--- src/rtl/frame_issue_ctrl.sv ---
// Instruction issue controller: register scoreboard, hazard stall and stall-timeout fault.
// Optional same-cycle writeback bypass of source hazards: define FRAME_ISSUE_BYPASS_EN.
`ifndef REGADDR_WIDTH
`define REGADDR_WIDTH 5
`endif

module frame_issue_ctrl #(
  parameter int unsigned STALL_LIMIT = 15
) (
  input  logic                        clk,
  input  logic                        reset,
  input  logic                        dec_valid,
  output logic                        dec_ready,
  input  logic                        dec_usesA,
  input  logic                        dec_usesB,
  input  logic [`REGADDR_WIDTH-1:0]   dec_aLoc,
  input  logic [`REGADDR_WIDTH-1:0]   dec_bLoc,
  input  logic                        dec_writeEnable,
  input  logic [`REGADDR_WIDTH-1:0]   dec_writeSelect,
  input  logic                        wb_valid,
  input  logic [`REGADDR_WIDTH-1:0]   wb_loc,
  input  logic                        flush,
  output logic                        frame_we,
  output logic                        stall,
  output logic                        hazard_timeout,
  output logic [`REGADDR_WIDTH:0]     pending_count
);

  localparam int unsigned NREG = 1 << `REGADDR_WIDTH;

  localparam logic [1:0] S_IDLE  = 2'd0;
  localparam logic [1:0] S_STALL = 2'd1;
  localparam logic [1:0] S_FAULT = 2'd2;

  logic [1:0]              r_state;
  logic [1:0]              w_state_nxt;
  logic [7:0]              r_stall_cnt;
  logic [7:0]              w_stall_cnt_nxt;
  logic [NREG-1:0]         r_pending;
  logic [NREG-1:0]         w_pending_nxt;
  logic [NREG-1:0]         w_set_mask;
  logic [NREG-1:0]         w_clr_mask;
  logic [`REGADDR_WIDTH:0] r_pending_count;
  logic                    w_hazard_a;
  logic                    w_hazard_b;
  logic                    w_hazard;
  logic                    w_issue;
  logic                    w_byp_a;
  logic                    w_byp_b;

  function automatic logic [`REGADDR_WIDTH:0] popcount(input logic [NREG-1:0] v);
    logic [`REGADDR_WIDTH:0] c;
    c = {(`REGADDR_WIDTH+1){1'b0}};
    for (int i = 0; i < NREG; i++) begin
      c = c + {{`REGADDR_WIDTH{1'b0}}, v[i]};
    end
    return c;
  endfunction

`ifdef FRAME_ISSUE_BYPASS_EN
  // A register retiring this cycle no longer blocks a reader of it.
  assign w_byp_a = wb_valid & (wb_loc == dec_aLoc);
  assign w_byp_b = wb_valid & (wb_loc == dec_bLoc);
`else
  assign w_byp_a = 1'b0;
  assign w_byp_b = 1'b0;
`endif

  assign w_hazard_a = dec_usesA & r_pending[dec_aLoc] & ~w_byp_a;
  assign w_hazard_b = dec_usesB & r_pending[dec_bLoc] & ~w_byp_b;
  assign w_hazard   = dec_valid & (w_hazard_a | w_hazard_b);
  assign w_issue    = reset & ~flush & dec_valid & ~w_hazard & (r_state != S_FAULT);

  assign dec_ready      = w_issue;
  assign frame_we       = w_issue;
  assign stall          = reset & (r_state == S_STALL);
  assign hazard_timeout = reset & (r_state == S_FAULT);
  assign pending_count  = r_pending_count;

  // Set wins over clear on the same register; register 0 never becomes pending.
  assign w_set_mask = (w_issue & dec_writeEnable & (dec_writeSelect != {`REGADDR_WIDTH{1'b0}}))
                    ? ({{(NREG-1){1'b0}}, 1'b1} << dec_writeSelect) : {NREG{1'b0}};
  assign w_clr_mask = wb_valid ? ({{(NREG-1){1'b0}}, 1'b1} << wb_loc) : {NREG{1'b0}};
  assign w_pending_nxt = flush ? {NREG{1'b0}}
                       : (((r_pending & ~w_clr_mask) | w_set_mask) & ~{{(NREG-1){1'b0}}, 1'b1});

  // Next-state and stall-counter logic.
  always_comb begin
    w_state_nxt     = r_state;
    w_stall_cnt_nxt = r_stall_cnt;
    if (flush) begin
      w_state_nxt     = S_IDLE;
      w_stall_cnt_nxt = 8'd0;
    end else begin
      case (r_state)
        S_IDLE: begin
          if (w_hazard) begin
            w_state_nxt     = S_STALL;
            w_stall_cnt_nxt = 8'd1;
          end else begin
            w_state_nxt     = S_IDLE;
            w_stall_cnt_nxt = 8'd0;
          end
        end
        S_STALL: begin
          if (w_hazard) begin
            if (r_stall_cnt >= 8'(STALL_LIMIT)) begin
              w_state_nxt = S_FAULT;
            end else begin
              w_stall_cnt_nxt = r_stall_cnt + 8'd1;
            end
          end else begin
            w_state_nxt     = S_IDLE;
            w_stall_cnt_nxt = 8'd0;
          end
        end
        S_FAULT: begin
          w_state_nxt = S_FAULT;
        end
        default: begin
          w_state_nxt     = S_IDLE;
          w_stall_cnt_nxt = 8'd0;
        end
      endcase
    end
  end

  // State, scoreboard and count registers.
  always_ff @(posedge clk) begin
    if (!reset) begin
      r_state         <= S_IDLE;
      r_stall_cnt     <= 8'd0;
      r_pending       <= {NREG{1'b0}};
      r_pending_count <= {(`REGADDR_WIDTH+1){1'b0}};
    end else begin
      r_state         <= w_state_nxt;
      r_stall_cnt     <= w_stall_cnt_nxt;
      r_pending       <= w_pending_nxt;
      r_pending_count <= popcount(w_pending_nxt);
    end
  end

endmodule
--- config.mk ---
export PLATFORM = sky130hd
export DESIGN_NAME = frame_issue_ctrl
export DESIGN_NICKNAME = d
export VERILOG_FILES = /design/src/rtl/frame_issue_ctrl.sv
export SDC_FILE = /design/constraint.sdc
export NUM_CORES = 1
export LEC_CHECK = 0
export BUFFER_PORTS_ARGS = -buffer_cell sky130_fd_sc_hd__buf_4
export CAP_MARGIN = 10
export CORE_ASPECT_RATIO = 1.4
export CORE_MARGIN = 5
export CORE_UTILIZATION = 35
export DETAILED_ROUTE_END_ITERATION = 16
export GPL_ROUTABILITY_DRIVEN = 0
export GPL_TIMING_DRIVEN = 0
export MAX_ROUTING_LAYER = met4
export PLACE_DENSITY = 0.52
export REMOVE_ABC_BUFFERS = 1
export SLEW_MARGIN = 20
export SYNTH_ARGS = -nofsm -noshare
export SYNTH_HDL_FRONTEND = slang
export SYNTH_SLANG_ARGS = --single-unit
--- constraint.sdc ---
create_clock -name clk -period 7.3 [get_ports clk]
set_input_delay 1.095 -clock clk [delete_from_list [all_inputs] [get_ports clk]]
set_output_delay 1.095 -clock clk [all_outputs]
set_load 0.05 [all_outputs]
==> results.rst, run 1 <==
.. list-table::
   :header-rows: 1

   * - Metric
     - Value
   * - Outcome
     - finished clean
   * - Deepest level of the CTS H-tree
     - 2
   * - Number of synthesized flops with an enable pin
     - 0
   * - Total global-route track usage
     - 17.7%
   * - Area grow syn2layout
     - 18.4%
   * - Core footprint
     - 10300 sq um
   * - Number of synthesis warnings
     - 0
   * - Fraction of final layout cells with drive strength greater than 1
     - 23.4%
   * - RR Startpoint
     - r_pending[29]
   * - Slack of the worst reg-to-reg path
     - 790 ps
   * - Avg Synthesized Cell Area
     - 9.06 sq um
   * - Multiplexer area fraction after synthesis
     - 10.7%
   * - Most area-consuming cells after synthesis
     - sky130_fd_sc_hd__dfxtp_1 26%, sky130_fd_sc_hd__fa_1 13%, sky130_fd_sc_hd__o21ai_0 5.3%
   * - Signal arrival time at the worst endpoint
     - 7330 ps
   * - Area fraction in and, or, nand and nor cells after synthesis
     - 21.0%
   * - Vias per cell
     - around 5.6
   * - Final period demand of the worst path
     - about 7200 ps
   * - Critical Path Sink Type
     - flip-flop
   * - Sink Count
     - 47
   * - Final nets
     - between 400 and 500
   * - Post-synthesis instance total
     - approximately 400
   * - Longest Clk Path Bufs
     - 2
   * - Routed len/inst
     - 19.0 um
   * - Detailed Place HPWL
     - approximately 8500 um
   * - Area fraction of the dominant cell type after synthesis
     - between 20% and 30%
   * - Number of nets with antenna violations after routing
     - 0
   * - Clock tree from TritonCTS
     - built
   * - Sequential fraction of the synthesis area
     - ~26%
   * - Total gr overflow
     - 0
   * - Horiz. Die Dim
     - 96.7 um
   * - Hold-fix buffers at CTS
     - 0
   * - Hold/Removal Path Class
     - reg2reg
   * - Crit Reg-Reg Endpoint
     - pending_count[4]
   * - Antenna fix cells
     - 0
   * - Filler Cell Count
     - 1068
   * - Data required time of the worst path
     - 7470 ps
   * - Setup slack at placement
     - -1100 ps
   * - CTS clk-pin slew, worst paths
     - 60 ps
   * - Hold Startpoint
     - r_stall_cnt[6]
   * - Clock buffer count from CTS
     - 5
   * - # setup viols final
     - 0
   * - Number of port buffers
     - 37
   * - Clock Root Buffer
     - sky130_fd_sc_hd__clkbuf_16
   * - Wire length of the first global-routing pass
     - between 15000 and 20000 um
   * - Cell type with the highest aggregate area in the netlist
     - sky130_fd_sc_hd__dfxtp_1
   * - Area of the die
     - 12700 sq um
   * - Hold-critical path depth
     - 1
   * - Final-layout setup total negative slack
     - 0 ps
   * - Adder and majority gate portion of the synthesized area
     - about 15%
   * - Max Slew Vio Count
     - 0
   * - Hold Worst Slack
     - 445 ps
   * - Fraction of power consumed by sequential logic
     - 43.7%
   * - Cell count of the worst reg-to-reg path
     - 25
   * - Total routed wirelength
     - approximately 11000 um
   * - Least-Margin Pin Slew
     - 864 ps
   * - Violation count after the first detailed-route iteration
     - 257
   * - Proportion of synthesized flip-flops having asynchronous set or reset
     - 0%
   * - Most frequent cells in the layout
     - 47 x sky130_fd_sc_hd__dfxtp_1, 43 x sky130_fd_sc_hd__buf_4, 39 x sky130_fd_sc_hd__o21ai_0, 33 x sky130_fd_sc_hd__nor2_1, 26 x sky130_fd_sc_hd__inv_1
   * - Startpoint types
     - primary input
   * - Leakage power summed over all cells
     - between 0.0015 and 0.002 uW
   * - Internal
     - roughly 440 uW
   * - Power per cell area
     - 135 nW/um^2
   * - # Max-Cap Violations
     - 0
   * - Slew HR
     - between 40% and 50%
   * - Count of standard-cell rows
     - 44
   * - Initial cell density of the core
     - 35.6%
   * - Largest net degree at the start of global routing
     - 36
   * - Maximum fanout encountered on the critical timing path
     - 9
   * - Combinational fraction of design power
     - between 10% and 20%
   * - Post-synthesis compound-gate area fraction
     - between 15 and 20%
   * - Sw Pwr
     - 152 uW
   * - Post-route fraction of the period consumed by the critical path
     - between 90 and 100%
   * - Worst vdd ir
     - 0.0000792 V
   * - Worst Setup Slack, final
     - 143 ps
   * - Flip-flop and latch count after synthesis
     - 47
   * - Ports
     - 38
   * - Main flop type after synthesis
     - sky130_fd_sc_hd__dfxtp_1
   * - Worst clock skew on the final layout
     - between 6 and 7 ps
   * - Netlist Area Pre-Place
     - 3680 sq um
   * - Vias
     - 3241
   * - Achievable Freq
     - 140 MHz
   * - Clock latency at the later pin of the worst-skew pair
     - 290 ps
   * - Switching part of the total power
     - between 20% and 30%
   * - Synth cell types
     - 62
   * - Kind of critical path
     - in2reg
   * - Die Y
     - 131 um
   * - Final number of hold-violating endpoints
     - 0
   * - Setup repair after global routing missed its margin
     - true
   * - Portion of total power attributed to the clock network
     - 41.1%
   * - Number of global-route vias before repair
     - around 3300
   * - Share of the synthesized netlist area taken by xor and xnor gates
     - 0.952%
   * - Most common library cell in the layout ignoring fill and taps
     - sky130_fd_sc_hd__dfxtp_1
   * - First drt pass iteration count
     - 4
   * - Number of design rule violations left after detail routing
     - 0
   * - Initial antenna violation count
     - 0
   * - Total chip power
     - 590 uW
   * - WHS Endpoint
     - r_stall_cnt[6]
   * - Main combinational cell family by area after synthesis
     - simple AND/OR/NAND/NOR gates
[how the worst max path moves through the flow]
stage / from / endpoint / slack, ps / cells after the start
detailed placement: flush / pending_count[4] / -1100 / 23
global route: dec_aLoc[0] / pending_count[4] / -90 / 24
global placement: reset / pending_count[4] / -1140 / 24
floorplan: dec_bLoc[0] / pending_count[4] / -100 / 24
CTS: dec_bLoc[0] / pending_count[4] / 2 / 25
finish: dec_bLoc[0] / pending_count[4] / 140 / 26
[routing by layer]
layer  global-route usage (%)  up-vias  part of all wire (%)
met4                     7.10        0                   3.4
met3                     2.70       28                   4.6
li1                         -     1534                     -
met1                     19.6     1569                    40
met5                        -        -                     0
met2                     31.6      110                    52
[cell families after synthesis]
| group | after synthesis |
|---|---|
| muxes | 22 |
| buffers and inverters | 47 |
| DFF | 47 |
| adders and majority gates | 31 |
| xor gates and xnor gates | 4 |
| and+or+nand+nor | 141 |
| AOI/OAI and AO/OA | 114 |
[synth_stat cells (4+ instances only)]
| cell | instances |
|---|---|
| sky130_fd_sc_hd__or2_2 | 4 |
| sky130_fd_sc_hd__nand2_1 | 18 |
| sky130_fd_sc_hd__mux4_2 | 6 |
| sky130_fd_sc_hd__nand2b_1 | 10 |
| sky130_fd_sc_hd__and2_1 | 4 |
| sky130_fd_sc_hd__o21a_1 | 12 |
| sky130_fd_sc_hd__nor2_1 | 34 |
| sky130_fd_sc_hd__nand4_1 | 15 |
| sky130_fd_sc_hd__a21oi_1 | 22 |
| sky130_fd_sc_hd__dfxtp_1 | 47 |
| sky130_fd_sc_hd__nand3_1 | 16 |
| sky130_fd_sc_hd__mux2i_1 | 9 |
| sky130_fd_sc_hd__a21o_1 | 13 |
| sky130_fd_sc_hd__and3_1 | 6 |
| sky130_fd_sc_hd__buf_6 | 6 |
| sky130_fd_sc_hd__clkbuf_1 | 8 |
| sky130_fd_sc_hd__mux4_1 | 6 |
| sky130_fd_sc_hd__inv_1 | 27 |
| sky130_fd_sc_hd__nor2b_1 | 9 |
| sky130_fd_sc_hd__buf_4 | 4 |
| sky130_fd_sc_hd__nor3_1 | 4 |
| sky130_fd_sc_hd__o21ai_0 | 39 |
| sky130_fd_sc_hd__fa_1 | 23 |
| sky130_fd_sc_hd__ha_1 | 8 |
[power by group through the flow]
| stage | Clock (uW) | Combinational, uW | Sequential (uW) |
|---|---|---|---|
| 5_1_grt | 258 | 95.0 | 258 |
| 3_3_place_gp | 0 | 74.9 | 263 |
| 2_1_floorplan | 0 | 35.1 | 264 |
| 3_5_place_dp | 0 | 74.9 | 263 |
| 4_1_cts | 249 | 83.1 | 258 |
| 6_report | 243 | 89.5 | 258 |
[layout make-up]
class	count	area (sq um)	area share, %
Tap cell	138	173	3.96
Multi-Input combinational cell	313	2600	59.7
Timing Repair Buffer	46	383	8.79
Clock buffer	8	156	3.59
Inverter	27	101	2.33
Sequential cell	47	941	21.6
[metrics by stage]
step / util (%) / instances / cell area [sq um]
after floorplan: - / 386 / 3540
after global placement: 38.5 / 561 / 3990
after detailed placement: 38.6 / 561 / 3990
after CTS: 41.1 / 576 / 4250
after global routing: 42.1 / 579 / 4360
final: 42.1 / 579 / 4360
[worst max-delay path, cell delays in order]
cell and delay [ps]:
sky130_fd_sc_hd__buf_12 110, sky130_fd_sc_hd__mux4_1 570, sky130_fd_sc_hd__mux2i_2 260, sky130_fd_sc_hd__a22oi_2 170
sky130_fd_sc_hd__o21a_4 160, sky130_fd_sc_hd__nor3_4 190, sky130_fd_sc_hd__buf_12 150, sky130_fd_sc_hd__a31oi_1 90
sky130_fd_sc_hd__or2_2 320, sky130_fd_sc_hd__fa_1 500, sky130_fd_sc_hd__fa_1 490, sky130_fd_sc_hd__inv_1 60
sky130_fd_sc_hd__fa_1 470, sky130_fd_sc_hd__inv_1 50, sky130_fd_sc_hd__fa_1 470, sky130_fd_sc_hd__fa_1 510
sky130_fd_sc_hd__inv_1 60, sky130_fd_sc_hd__fa_1 420, sky130_fd_sc_hd__inv_1 80, sky130_fd_sc_hd__fa_1 180
sky130_fd_sc_hd__inv_2 50, sky130_fd_sc_hd__fa_2 360, sky130_fd_sc_hd__a21o_1 170, sky130_fd_sc_hd__a21oi_2 130
sky130_fd_sc_hd__xor2_1 140, sky130_fd_sc_hd__nor2_1 60
[registers in the layout, indices dropped and copies added, names as in the netlist]
signal and count:
r_state 2, r_pending 31, pending_count 6, r_stall_cnt 8
[timing repair]
item / in CTS / in global routing
pin swaps: 6 / 21
resized for setup: 14 / 16
hold endpoints to repair: 0 / 0
setup buffers: 6 / 3
gates cloned: 1 / 0
endpoints found under the setup margin: 6 / 3
No activity file was read; power rests on OpenSTA's default activity.
==> inputs of run 2 (changes only) <==
--- a/config.mk
+++ b/config.mk
@@ -15,7 +15,6 @@
 export GPL_TIMING_DRIVEN = 0
 export MAX_ROUTING_LAYER = met4
 export PLACE_DENSITY = 0.52
-export REMOVE_ABC_BUFFERS = 1
 export SLEW_MARGIN = 20
 export SYNTH_ARGS = -nofsm -noshare
 export SYNTH_HDL_FRONTEND = slang
==> run 2 against run 1 <==
  * Sequential power is essentially flat
  * Clock power grew 21%
  * First-iteration DRC count grew 42%
  * Global-route usage grew 0.93 points
  * Via count grew 1.8%
  * Register-to-register slack lost 110 ps
  * Final cell count grew 2.1%
  * Cell area grew 3.1%
  * Total power grew 9.3%
  * Die area is the same
  * Highest routed layer unchanged
==> results.rst, run 2 (synthesis results as in run 1) <==
.. list-table::
   :header-rows: 1

   * - Metric
     - Value
   * - Finished layout cell area
     - 4490 sq um
   * - Cell count of the worst reg-to-reg path
     - 23
   * - Hold Startpoint
     - r_stall_cnt[6]
   * - Fraction of power consumed by sequential logic
     - ~40%
   * - Total global-route track usage
     - around a fifth
   * - Buffers and inverters on the worst path
     - 6
   * - Routed len/inst
     - between 15 and 20 um
   * - Portion of total power attributed to the clock network
     - 45.7%
   * - CP max stage delay
     - roughly 540 ps
   * - Max Slew Vio Count
     - 0
   * - Area of the die
     - 12700 sq um
   * - Initial cell density of the core
     - 35.6%
   * - Clock latency at the later pin of the worst-skew pair
     - 290 ps
   * - Largest net degree at the start of global routing
     - 15
   * - Hold-critical path depth
     - 1
   * - WHS Endpoint
     - r_stall_cnt[6]
   * - Hold/Removal Path Class
     - reg2reg
   * - Total routed wirelength
     - about 11000 um
   * - Fraction of final layout cells with drive strength greater than 1
     - ~24%
   * - Setup repair after global routing missed its margin
     - true
   * - Hold-fix buffers at CTS
     - 0
   * - Most common library cell in the layout ignoring fill and taps
     - sky130_fd_sc_hd__dfxtp_1
   * - CTS clk-pin slew, worst paths
     - 60 ps
   * - Number of design rule violations left after detail routing
     - 0
   * - # setup viols final
     - 0
   * - Signal arrival time at the worst endpoint
     - 7390 ps
   * - Final nets
     - 511
   * - Number of port buffers
     - 30
   * - Slew HR
     - 57.7%
   * - Outcome
     - finished clean
   * - Worst vdd ir
     - 0.0000982 V
   * - Worst path top cell family by delay
     - adder cells
   * - First drt pass iteration count
     - 5
   * - Horiz. Die Dim
     - between 90 and 100 um
   * - Leakage power summed over all cells
     - 0.00185 uW
   * - Syn nets
     - 465
   * - Worst clock skew on the final layout
     - 3.24 ps
   * - Deepest level of the CTS H-tree
     - 2
   * - Antenna fix cells
     - 0
   * - Data required time of the worst path
     - 7480 ps
   * - Number of nets with antenna violations after routing
     - 0
   * - Violation count after the first detailed-route iteration
     - 365
   * - Internal
     - ~490 uW
   * - Switching part of the total power
     - 23.8%
   * - Power per cell area
     - between 100 and 150 nW/um^2
   * - Critical Path Sink Type
     - flip-flop
   * - Final number of hold-violating endpoints
     - 0
   * - Startpoint types
     - primary input
   * - Die Y
     - 131 um
   * - Count of standard-cell rows
     - 44
   * - Least-Margin Pin Slew
     - 630 ps
   * - Area grow syn2layout
     - 22.1%
   * - Most frequent cells in the layout
     - 47 x sky130_fd_sc_hd__dfxtp_1, 42 x sky130_fd_sc_hd__buf_4, 39 x sky130_fd_sc_hd__o21ai_0, 33 x sky130_fd_sc_hd__nor2_1, 23 x sky130_fd_sc_hd__inv_1
   * - Number of global-route vias before repair
     - 3422
   * - Slowest CP cell
     - sky130_fd_sc_hd__fa_1
   * - Vias per cell
     - 5.58
   * - Final period demand of the worst path
     - 7220 ps
   * - Maximum fanout encountered on the critical timing path
     - 5
   * - Launching element of the worst setup path
     - dec_aLoc[0]
   * - Clock tree from TritonCTS
     - built
   * - Cells along the critical path
     - buf_12, mux4_2, o32a_1, a31oi_4, nand3_4, or4_4, a21o_1, fa_1, inv_1, fa_1, inv_2, fa_1, fa_1, fa_1, inv_2, fa_1, inv_2, fa_2, inv_2, fa_2, a21o_1, a21oi_2, xor2_1, nor2_1
   * - Most flops, register
     - r_pending
   * - Kind of critical path
     - in2reg
   * - Crit Reg-Reg Endpoint
     - pending_count[4]
   * - Sink Count
     - 47
   * - Placed instance area
     - 4080 sq um
   * - Sw Pwr
     - ~150 uW
   * - Core footprint
     - just over 10000 sq um
   * - Total chip power
     - between 600 and 700 uW
   * - Post-route fraction of the period consumed by the critical path
     - 98.9%
   * - Ports
     - 38
   * - Combinational fraction of design power
     - approximately 14%
   * - Final-layout setup total negative slack
     - 0 ps
   * - Initial antenna violation count
     - 0
   * - Max reg flops
     - 31
   * - Achievable Freq
     - 139 MHz
   * - RR Startpoint
     - r_pending[18]
   * - Slack of the worst reg-to-reg path
     - around 700 ps
   * - Number of cells on the critical path
     - 24
   * - Clock buffer count from CTS
     - 5
   * - Final cell utilization of the core
     - 43.4%
   * - Vias
     - 3298
   * - # Max-Cap Violations
     - 0
   * - Wire length of the first global-routing pass
     - 18300 um
   * - Longest Clk Path Bufs
     - 2
   * - Top cell by count, worst path
     - sky130_fd_sc_hd__fa_1
   * - Clock Root Buffer
     - sky130_fd_sc_hd__clkbuf_16
   * - Total gr overflow
     - 0
   * - Detailed Place HPWL
     - ~9400 um
run 2: stage by stage:
| stage | std cells | hold WS [ps] | setup WS, ps |
|---|---|---|---|
| final | 591 | 440 | 81.9 |
| after global routing | 591 | 457 | -146 |
| after CTS | 586 | 445 | 14.5 |
| after detailed placement | 574 | 436 | -577 |
| after global placement | 574 | 432 | -566 |
| after floorplan | 406 | 425 | 22.3 |
run 2: per-layer routing:
layer | vias to the layer above | global-route usage, % | part of all wire [%]
met1 | 1599 | 19.6 | 38
met4 | 0 | 9.06 | 3.9
li1 | 1557 | - | -
met5 | - | - | 0
met3 | 33 | 2.60 | 4.1
met2 | 109 | 33.8 | 54
run 2: how the worst max path moves through the flow:
stage | end | slack (ps)
after detailed placement | pending_count[4] | -580
after floorplan | pending_count[4] | 20
after global routing | pending_count[4] | -150
after global placement | pending_count[4] | -570
final | pending_count[4] | 80
after CTS | pending_count[4] | 10
run 2: worst register-to-register path: stages (launching register included):
cell	delay [ps]
sky130_fd_sc_hd__dfxtp_1	340
sky130_fd_sc_hd__mux4_2	490
sky130_fd_sc_hd__o32a_1	350
sky130_fd_sc_hd__a31oi_4	250
sky130_fd_sc_hd__nand3_4	90
sky130_fd_sc_hd__or4_4	530
sky130_fd_sc_hd__a21o_1	210
sky130_fd_sc_hd__fa_1	540
sky130_fd_sc_hd__inv_1	60
sky130_fd_sc_hd__fa_1	500
sky130_fd_sc_hd__inv_2	50
sky130_fd_sc_hd__fa_1	510
sky130_fd_sc_hd__fa_1	450
sky130_fd_sc_hd__fa_1	520
sky130_fd_sc_hd__inv_2	40
sky130_fd_sc_hd__fa_1	440
sky130_fd_sc_hd__inv_2	70
sky130_fd_sc_hd__fa_2	180
sky130_fd_sc_hd__inv_2	40
sky130_fd_sc_hd__fa_2	340
sky130_fd_sc_hd__a21o_1	170
sky130_fd_sc_hd__a21oi_2	130
sky130_fd_sc_hd__xor2_1	150
sky130_fd_sc_hd__nor2_1	50
run 2: layout make-up:
cell class | instances | area [sq um]
plain buffers | 19 | 164
clock buffers | 6 | 129
clock inverters | 2 | 60.1
fillers | 1095 | 5860
inverters | 27 | 101
multi-input cells | 312 | 2590
flip-flops and latches | 47 | 941
well taps | 138 | 173
repair buffers | 40 | 330
run 2: what timing repair did:
| action | in CTS | in global routing |
|---|---|---|
| gates resized for setup | 17 | 15 |
| endpoints found under the hold margin | 0 | 0 |
| pin swaps | 22 | 9 |
| setup endpoints to repair | 2 | 4 |
| setup buffers | 5 | 4 |
| cloned | 0 | 1 |
run 2: power by group through the flow:
stage,clock network (uW),registers (uW),logic (uW)
floorplan,0,264,47.6
global placement,0,263,79.1
detailed placement,0,263,79.4
CTS,299,258,86.7
global route,313,258,98.7
finish,294,258,92.6
==> inputs of run 3 (changes only) <==
--- a/config.mk
+++ b/config.mk
@@ -9,12 +9,12 @@
 export CAP_MARGIN = 10
 export CORE_ASPECT_RATIO = 1.4
 export CORE_MARGIN = 5
-export CORE_UTILIZATION = 35
+export CORE_UTILIZATION = 25
 export DETAILED_ROUTE_END_ITERATION = 16
 export GPL_ROUTABILITY_DRIVEN = 0
 export GPL_TIMING_DRIVEN = 0
 export MAX_ROUTING_LAYER = met4
-export PLACE_DENSITY = 0.52
+export PLACE_DENSITY = 0.4
 export SLEW_MARGIN = 20
 export SYNTH_ARGS = -nofsm -noshare
 export SYNTH_HDL_FRONTEND = slang
==> run 3 against run 2 <==
  * Total power increased by 1.7%
  * Routed wire length increased by 17%
  * Register-to-register slack got worse by 50 ps
  * First-iteration DRC count decreased by 45%
  * Cell area increased by 8.9%
  * Non-clock buffer count increased by 41
  * Utilization decreased by 9.5 points
  * Flip-flop and latch count unchanged
  * Clock-buffer cell count unchanged
  * Clock skew increased by 2.4 ps
  * Global-route usage decreased by 2.2 points
  * Largest power group unchanged
==> results.rst, run 3 (synthesis results as in run 1) <==
.. list-table::
   :header-rows: 1

   * - Metric
     - Value
   * - Vias
     - ~3500
   * - Final nets
     - 552
   * - Number of design rule violations left after detail routing
     - 0
   * - Routed len/inst
     - 19.7 um
   * - Final period demand of the worst path
     - 7280 ps
   * - Leakage power summed over all cells
     - 0.00205 uW
   * - Initial antenna violation count
     - 0
   * - Wire length of the first global-routing pass
     - 21300 um
   * - Maximum fanout encountered on the critical timing path
     - 11
   * - Core footprint
     - roughly 14000 sq um
   * - Detailed Place HPWL
     - roughly 10000 um
   * - Critical Path Sink Type
     - flip-flop
   * - Total gr overflow
     - 0
   * - # Max-Cap Violations
     - 0
   * - Number of port buffers
     - 30
   * - Kind of critical path
     - in2reg
   * - Ports
     - 38
   * - Least-Margin Pin Slew
     - 712 ps
   * - CP max stage delay
     - 540 ps
   * - Worst vdd ir
     - 0.000143 V
   * - Number of global-route vias before repair
     - approximately 3700
   * - Count of standard-cell rows
     - 52
   * - Slowest CP cell
     - sky130_fd_sc_hd__fa_1
   * - Outcome
     - finished clean
   * - Final cell utilization of the core
     - 33.9%
   * - First drt pass iteration count
     - 4
   * - Number of placed cells counting well taps
     - around 630
   * - Clock buffer count from CTS
     - 5
   * - Slew HR
     - 52.5%
   * - Data required time of the worst path
     - 7480 ps
   * - Max Slew Vio Count
     - 0
   * - Post-route fraction of the period consumed by the critical path
     - ~100%
   * - Startpoint types
     - primary input
   * - Clock latency at the later pin of the worst-skew pair
     - slightly below 300 ps
   * - Area of the die
     - 17300 sq um
   * - Hold-fix buffers at CTS
     - 0
   * - Die Y
     - 154 um
   * - Hold/Removal Path Class
     - reg2reg
   * - Most flops, register
     - r_pending
   * - Number of nets with antenna violations after routing
     - 0
   * - Horiz. Die Dim
     - 113 um
   * - # setup viols final
     - 0
   * - Antenna fix cells
     - 0
   * - Longest Clk Path Bufs
     - 2
   * - Largest net degree at the start of global routing
     - 15
   * - Power per cell area
     - 134 nW/um^2
   * - Achievable Freq
     - 137 MHz
   * - Non-filler cells in the finished layout
     - 683
   * - Deepest level of the CTS H-tree
     - 2
   * - Signal arrival time at the worst endpoint
     - roughly 7500 ps
   * - Combinational fraction of design power
     - ~15%
   * - Setup repair after global routing missed its margin
     - true
   * - Most frequent cells in the layout
     - 76 x sky130_fd_sc_hd__buf_4, 47 x sky130_fd_sc_hd__dfxtp_1, 39 x sky130_fd_sc_hd__o21ai_0, 34 x sky130_fd_sc_hd__nor2_1, 24 x sky130_fd_sc_hd__inv_1
   * - Violation count after the first detailed-route iteration
     - between 150 and 200
   * - Clock tree from TritonCTS
     - built
   * - Sw Pwr
     - around 160 uW
   * - CTS clk-pin slew, worst paths
     - roughly 70 ps
   * - Fraction of final layout cells with drive strength greater than 1
     - a little under a third
   * - Clock Root Buffer
     - sky130_fd_sc_hd__clkbuf_16
   * - Final number of hold-violating endpoints
     - 0
   * - Portion of total power attributed to the clock network
     - 45.7%
   * - Max reg flops
     - 31
   * - Switching part of the total power
     - 24.5%
   * - Fraction of power consumed by sequential logic
     - 39.3%
   * - Worst clock skew on the final layout
     - 5.63 ps
   * - Most common library cell in the layout ignoring fill and taps
     - sky130_fd_sc_hd__buf_4
   * - Top cell by count, worst path
     - sky130_fd_sc_hd__fa_1
   * - Filler Cell Count
     - about 1500
   * - Syn nets
     - 465
   * - Area grow syn2layout
     - 33.0%
   * - Vias per cell
     - ~5
   * - Total global-route track usage
     - about 16%
   * - Sink Count
     - 47
   * - Internal
     - 495 uW
   * - Initial cell density of the core
     - 25.5%
   * - Total routed wirelength
     - 13400 um
## run 3: cell types whose count changed in the layout (fill, tap and decap cells not counted), moves of 2 or more
| cell | change |
|---|---|
| sky130_fd_sc_hd__a21oi_2 | +2 |
| sky130_fd_sc_hd__buf_4 | +34 |
| sky130_fd_sc_hd__buf_6 | +7 |
| sky130_fd_sc_hd__nand3_1 | +2 |
| sky130_fd_sc_hd__a21oi_1 | -3 |
## run 3: layout make-up
cell class	count	area, sq um	share of cell area, %
flip-flops and latches	47	941	19.2
clock buffers	6	129	2.63
repair buffers	82	697	14.2
inverters	27	101	2.07
multi-input cells	312	2580	52.7
well taps	189	236	4.83
clock inverters	2	60.1	1.23
plain buffers	18	149	3.04
## run 3: power groups by stage
stage | logic [uW] | registers, uW | clock network [uW]
after floorplan | 47.6 | 264 | 0
after global placement | 82.1 | 263 | 0
after detailed placement | 81.6 | 263 | 0
after CTS | 94.4 | 258 | 305
after global routing | 105 | 257 | 318
final | 98.3 | 258 | 300
## run 3: final timing paths
| kind | cells past startpoint | to | slack (ps) | from |
|---|---|---|---|---|
| setup / recovery | 25 | pending_count[4] | 20 | dec_aLoc[0] |
| hold / removal | 1 | r_stall_cnt[5] | 440 | r_stall_cnt[5] |
| setup reg to reg | 24 | pending_count[4] | 630 | r_pending[17] |
| hold reg to reg | 1 | r_stall_cnt[5] | 440 | r_stall_cnt[5] |
## run 3: worst max-delay path: cells and delay by family
| family | cells | cell delay (ps) |
|---|---|---|
| AO/OA/AOI/OAI | 4 | 920 |
| adder cells (fa/ha/maj) | 8 | 3350 |
| XOR/XNOR | 1 | 160 |
| buffers and inverters | 7 | 670 |
| AND/OR/NAND/NOR | 4 | 710 |
| multiplexers | 1 | 530 |
## run 3: through the flow
| stage | power [uW] | area [sq um] | TNS (ps) | worst slack [ps] | hold WS, ps |
|---|---|---|---|---|---|
| after floorplan | 311 | 3680 | 0 | 22.3 | 425 |
| after global placement | 346 | 4140 | -2050 | -650 | 434 |
| after detailed placement | 345 | 4140 | -1880 | -631 | 442 |
| after CTS | 657 | 4810 | 0 | 16.8 | 451 |
| after global routing | 680 | 4890 | -220 | -192 | 465 |
| final | 656 | 4890 | 0 | 19.4 | 444 |
## run 3: routing by layer
layer  GRT usage (%)  part of all wire (%)  vias up
li1                -                     -     1637
met1            17.5                    38     1659
met2            29.1                    52      132
met3            2.24                   3.7       58
met4            8.93                   5.6        0
met5               -                     0        -
## run 3: timing repair
item	in CTS	in global routing
resized for setup	19	19
pin swaps	19	21
gates cloned	1	1
setup buffers	48	5
setup endpoints to repair	3	5
